`config.mk`:
```
export PLATFORM = sky130hd
export DESIGN_NAME = sub_inst_scheduler
export DESIGN_NICKNAME = d
export VERILOG_FILES = /design/src/rtl/sub_inst_sched_pkg.sv /design/src/rtl/sub_inst_scheduler_rr_pick.sv /design/src/rtl/sub_inst_scheduler.sv
export SDC_FILE = /design/constraint.sdc
export NUM_CORES = 1
export LEC_CHECK = 0
export ABC_AREA = 1
export CAP_MARGIN = 20
export CORE_AREA = 2 2 60 62
export DETAILED_ROUTE_END_ITERATION = 12
export DIE_AREA = 0 0 62 64
export PLACE_DENSITY = 0.76
export SLEW_MARGIN = 20
export SYNTH_ARGS = -nofsm -noshare
export SYNTH_HDL_FRONTEND = slang
export SYNTH_SLANG_ARGS = --single-unit
```
`constraint.sdc`:
```
create_clock -name clk -period 2.3 [get_ports clk]
set_input_delay 0.46 -clock clk [delete_from_list [all_inputs] [get_ports clk]]
set_output_delay 0.46 -clock clk [all_outputs]
set_load 0.1 [all_outputs]
```
`src/rtl/sub_inst_sched_pkg.sv`:
```
// rtl/sub_inst_sched_pkg.sv - shared FSM encoding, defaults and index helper for sub_inst_scheduler
package sub_inst_sched_pkg;

   typedef enum logic [1:0] {
      ST_IDLE    = 2'd0,
      ST_GRANT   = 2'd1,
      ST_RELEASE = 2'd2
   } sched_state_e;

   localparam int N_REQ_DEFAULT    = 5;
   localparam int HOLD_MAX_DEFAULT = 15;

   // Modulo add for offsets in 0..n; avoids a divider for non-power-of-two n.
   function automatic int wrap_add(input int base, input int off, input int n);
      int s;
      s = base + off;
      if (s >= n) s = s - n;
      return s;
   endfunction

endpackage

```
`src/rtl/sub_inst_scheduler_rr_pick.sv`:
```
// rtl/sub_inst_scheduler_rr_pick.sv - combinational round-robin picker: first set req bit after ptr
module rr_pick
   import sub_inst_sched_pkg::*;
#(
   parameter  int N  = N_REQ_DEFAULT,
   localparam int IW = $clog2(N)
) (
   input  logic [N-1:0]  req,
   input  logic [IW-1:0] ptr,
   output logic [IW-1:0] idx,
   output logic          found
);

   logic [IW-1:0] pos;

   // Walk offsets from farthest to nearest so the nearest hit after ptr wins.
   always_comb begin
      idx   = '0;
      found = 1'b0;
      pos   = '0;
      for (int off = N; off >= 1; off--) begin
         pos = IW'(wrap_add(int'(ptr), off, N));
         if (req[pos]) begin
            idx   = pos;
            found = 1'b1;
         end
      end
   end

endmodule

```
`src/rtl/sub_inst_scheduler.sv`:
```
// rtl/sub_inst_scheduler.sv - round-robin single-resource scheduler for N_REQ sub-instances
// Optional forced release after HOLD_MAX grant cycles: define SCHED_HOLD_TIMEOUT_EN.
module sub_inst_scheduler
   import sub_inst_sched_pkg::*;
#(
   parameter  int N_REQ    = N_REQ_DEFAULT,
   parameter  int HOLD_MAX = HOLD_MAX_DEFAULT,
   localparam int IW       = $clog2(N_REQ)
) (
   input  logic             clk,
   input  logic             rst_n,
   input  logic [N_REQ-1:0] req,
   input  logic [N_REQ-1:0] done,
   output logic [N_REQ-1:0] gnt,
   output logic             gnt_valid,
   output logic [IW-1:0]    gnt_id,
   output logic             busy,
   output logic             timeout
);

   if (N_REQ < 2) begin : g_bad_n_req
      $error("sub_inst_scheduler: N_REQ must be at least 2");
   end
   if (HOLD_MAX < 1) begin : g_bad_hold_max
      $error("sub_inst_scheduler: HOLD_MAX must be at least 1");
   end

   sched_state_e  state_q, state_d;
   logic [IW-1:0] cur_q, cur_d;
   logic [IW-1:0] ptr_q, ptr_d;
   logic [IW-1:0] pick_idx;
   logic          pick_found;
   logic          rel_evt;
   logic          hold_exp;
   logic          to_flag;

   rr_pick #(.N(N_REQ)) u_rr_pick (
      .req   (req),
      .ptr   (ptr_q),
      .idx   (pick_idx),
      .found (pick_found)
   );

   // Only the granted line's done/req matter; other done bits are ignored.
   assign rel_evt = done[cur_q] | ~req[cur_q];

`ifdef SCHED_HOLD_TIMEOUT_EN
   localparam int CW = $clog2(HOLD_MAX + 1);

   logic [CW-1:0] hold_q, hold_d;
   logic          to_q, to_d;

   assign hold_exp = (hold_q == CW'(HOLD_MAX));
   assign to_flag  = to_q;

   // The first GRANT cycle reads 1, so expiry lands after exactly HOLD_MAX grant cycles.
   always_comb begin
      hold_d = hold_q;
      to_d   = 1'b0;
      if (state_q == ST_IDLE && pick_found) begin
         hold_d = CW'(1);
      end else if (state_q == ST_GRANT && !hold_exp) begin
         hold_d = hold_q + CW'(1);
      end
      if (state_q == ST_GRANT && hold_exp && !rel_evt) begin
         to_d = 1'b1;
      end
   end

   always_ff @(posedge clk) begin
      if (!rst_n) begin
         hold_q <= '0;
         to_q   <= 1'b0;
      end else begin
         hold_q <= hold_d;
         to_q   <= to_d;
      end
   end
`else
   assign hold_exp = 1'b0;
   assign to_flag  = 1'b0;
`endif

   always_ff @(posedge clk) begin
      if (!rst_n) begin
         state_q <= ST_IDLE;
      end else begin
         state_q <= state_d;
      end
   end

   always_comb begin
      state_d = state_q;
      case (state_q)
         ST_IDLE:    if (pick_found) state_d = ST_GRANT;
         ST_GRANT:   if (rel_evt || hold_exp) state_d = ST_RELEASE;
         ST_RELEASE: state_d = ST_IDLE;
         default:    state_d = ST_IDLE;
      endcase
   end

   // ptr only moves on RELEASE, so requests seen mid-grant wait for the next IDLE.
   always_comb begin
      cur_d = cur_q;
      ptr_d = ptr_q;
      if (state_q == ST_IDLE && pick_found) cur_d = pick_idx;
      if (state_q == ST_RELEASE) ptr_d = cur_q;
   end

   always_ff @(posedge clk) begin
      if (!rst_n) begin
         cur_q <= '0;
         ptr_q <= IW'(N_REQ - 1);
      end else begin
         cur_q <= cur_d;
         ptr_q <= ptr_d;
      end
   end

   always_comb begin
      gnt       = '0;
      gnt_valid = 1'b0;
      gnt_id    = '0;
      busy      = 1'b0;
      timeout   = 1'b0;
      case (state_q)
         ST_GRANT: begin
            gnt[cur_q] = 1'b1;
            gnt_valid  = 1'b1;
            gnt_id     = cur_q;
            busy       = 1'b1;
         end
         ST_RELEASE: begin
            busy    = 1'b1;
            timeout = to_flag;
         end
         default: ;
      endcase
   end

endmodule

```
==> results of run 1 <==
==> how the worst max path moves through the flow <==
| stage | startpoint | end | slack, ps | depth (start not counted) |
|---|---|---|---|---|
| 2_1_floorplan | ptr_q[0]$_SDFFE_PN0N_ | cur_q[2]$_SDFFE_PN0P_ | 6 | 18 |
| 3_3_place_gp | ptr_q[1]$_SDFFE_PN0N_ | cur_q[1]$_SDFFE_PN0P_ | -50 | 14 |
| 3_5_place_dp | ptr_q[0]$_SDFFE_PN0N_ | cur_q[1]$_SDFFE_PN0P_ | -140 | 18 |
| 4_1_cts | ptr_q[0]$_SDFFE_PN0N_ | cur_q[1]$_SDFFE_PN0P_ | -3 | 20 |
| 5_1_grt | ptr_q[1]$_SDFFE_PN0N_ | cur_q[2]$_SDFFE_PN0P_ | -220 | 19 |
| 6_report | ptr_q[0]$_SDFFE_PN0N_ | cur_q[0]$_SDFFE_PN0P_ | -60 | 18 |
==> tightest hold or removal path, cell delays in order, from the launching register on <==
cell     delay (ps)
dfxtp_1         350
nand2_1          70
a21oi_1          50
==> cell type report <==
cell class	count	area, µm²	share of cell area
multi-input combinational	208	1480	0.606
timing repair buffer	55	569	0.233
sequential	8	171	0.0701
inverter	35	141	0.0579
tap	46	57.6	0.0236
clock buffer	3	22.5	0.00922
==> logic make-up (layout without fill, tap and decap cells) <==
logic type,after synthesis,after routing,synth area share
compound gates,30,30,0.118
flops,8,8,0.111
xor+xnor,1,1,0.00607
other cells,1,1,0.00260
fa+ha+maj,15,15,0.135
simple gates,161,161,0.513
buf+inv,39,93,0.114
==> timing repair <==
| item | 4_1_cts | 5_1_grt |
|---|---|---|
| hold endpoints to repair | 0 | 0 |
| gates resized for setup | 32 | 51 |
| setup endpoints to repair | 5 | 5 |
| pin swaps | 11 | 21 |
| setup buffers | 4 | 8 |
==> placed cells by master, fill, tap and decap left out, types with 2 or more instances in the layout <==
cell             Yosys  final
o21ai_1              5      2
nor2_4               1      4
a21oi_2              1      2
nand4_1              7      7
o21ai_2              0      4
inv_1               31     23
nand3_1             38     33
ha_4                 0      7
nand2_2              7     19
nand2_1             82     59
o21ai_0              7      6
nor2_2               3      2
nand2_4              2     13
buf_12               0     10
inv_4                0      2
nor3_4               0      5
buf_4                1     33
ha_1                14      6
a21oi_1             11      9
clkbuf_4             0      3
nand3_2              2      6
a31oi_1              2      2
dfxtp_1              8      5
nor3_1               7      2
dfxtp_4              0      3
clkdlybuf4s50_1      0     11
inv_2                4      9
nor2_1              11      9
==> sequential cells by signal, summed over array words and instances (netlist names) <==
name / flops
state_q: 2
cur_q: 3
ptr_q: 3
==> through the flow <==
step                      area (µm²)   util
after floorplan                 1520      -
after global placement          2010  0.612
after detailed placement        2010  0.612
after CTS                       2180  0.665
after global routing            2440  0.744
final                           2440  0.744
==> layer usage <==
layer | share of wire | global-route usage | wire length (µm) | vias up
met2 | 0.49 | 0.432 | 2760 | 141
met5 | 0 | 0 | 0 | -
met1 | 0.38 | 0.314 | 2100 | 929
li1 | - | - | - | 957
met3 | 0.081 | 0.0385 | 453 | 45
met4 | 0.050 | 0.101 | 280 | 0
==> metrics.yaml, run 1 <==
final_antenna_net_count: 0
synth-seq-cells: 8
fp.dieH_um: 64
setup_viol_count_final: 4
cts_inserted_buffers: 3
period_share: 1.03
ios: 23
rows: 21
cts.sink_count: 8
crit_path_cell_trace: "inv_4, ha_4, inv_2, fa_2, clkinv_4, nand3_4, nand2_2, nand2_1, nand3_1, nand2_2, nand2_4, nand2_4, buf_4, a21oi_1, nand2_1, nand2_1, nand2_1, a21oi_1"
hold_slack_ps: 522
slowest_stage: "dfxtp_4"
required_ps: 2490
r2r_cells: 18
synthCells: 255
violations: "setup timing"
critical_path.top_delay_family: "simple AND/OR/NAND/NOR gates"
synth_flop_cell: "dfxtp_1"
cts_tree: "done"
critPathMaxFanout: 4
dpl.cell_count: 340
fmax_ghz: 0.424
ys_top_cells_by_area: "nand2_1, nand3_1, ha_1, dfxtp_1, inv_1"
outcome: "finished, violations left"
rrSetupSlack_ps: -60
crit_arrival_ps: 2550
place_hpwl_mm: 3.65
drt_first_pass_iters: 7
layout-drive-gt1-share: 0.417
synth-edff-count: 0
synthDistinctLibCells: 30
drv_slew: 0
drt_iter0_drc: 273
insertedDiodeCount: 0
grt_pass1_wl_mm: 7.75
pre_cts_ws_ps: -141
antenna_found_initial: 0
place.gp.congestion: 0.921
syn2layout_area_growth_pct: 69.2
nFillCells: 248
crit_top_cell: "nand2_1"
coreArea_mm2: 0.00328
clock_skew_ps: 11.2
cts_root_buffer: "clkbuf_4"
fp.dieW_um: 62
ys_seq_area_frac: 0.111
clkLatencyLatePin_ps: 260
grt_pass1_vias: 1822
finalCriticalPeriod_ps: 2360
cp-end-kind: "flop"
numPortBuffers: 21
synth_top_area_share: 0.213
r2r_end: "cur_q[0]$_SDFFE_PN0P_"
vias_per_cell: 5.84
nets: 338
path_buf_inv: 4
yosys_warnings: 0
postCtsHoldBufs: 0
grt_overflow: 0
track_usage: 0.256
syn-cell-area_mm2: 0.00144
synthesis.area_per_instance_um2: 5.66
layout_setup_ws_ps: -59.1
rsz0062_at_grt: "yes"
start_kind: "flop"
max_stage_delay_ps: 360
route.detailed.drc: 0
path_class: "reg2reg"
synth_nets: 282
cts.clk_slew.worst_paths_ps: 60
holdPathEnd: "state_q[0]$_SDFFE_PN0P_"
vias: 2072
tns_ps: -186
async_reset_ff_frac: 0
htree_levels: 1
grt_max_degree: 18
final_cells: 355
initial_utilization: 0.440
worstReg2RegStart: "ptr_q[0]$_SDFFE_PN0N_"
dieArea_mm2: 0.00397
worstHoldPathType: "reg2reg"
min-delay-start: "state_q[0]$_SDFFE_PN0P_"
yosys-top-cells-count: "nand2_1, nand3_1, inv_1"
post-synth-top-count-cell: "nand2_1"
hold_depth: 2
wirelength_mm: 5.59
finalHoldViolations: 0
clock_path_buffers: 2
wl_per_cell_um: 15.7
yosysTopAreaCell: "nand2_1"
maxCapViolations: 0
Power of run 1 is not shown: default switching activity piles up to over one toggle a cycle in this logic, so the estimate is an artifact.
==> run 2: changes to the inputs <==
- SLEW_MARGIN: 20 -> default
==> results of run 2 <==
The final DEF is identical to that of run 1; final timing and power are the same.
Power of run 2 is left out for the same reason.
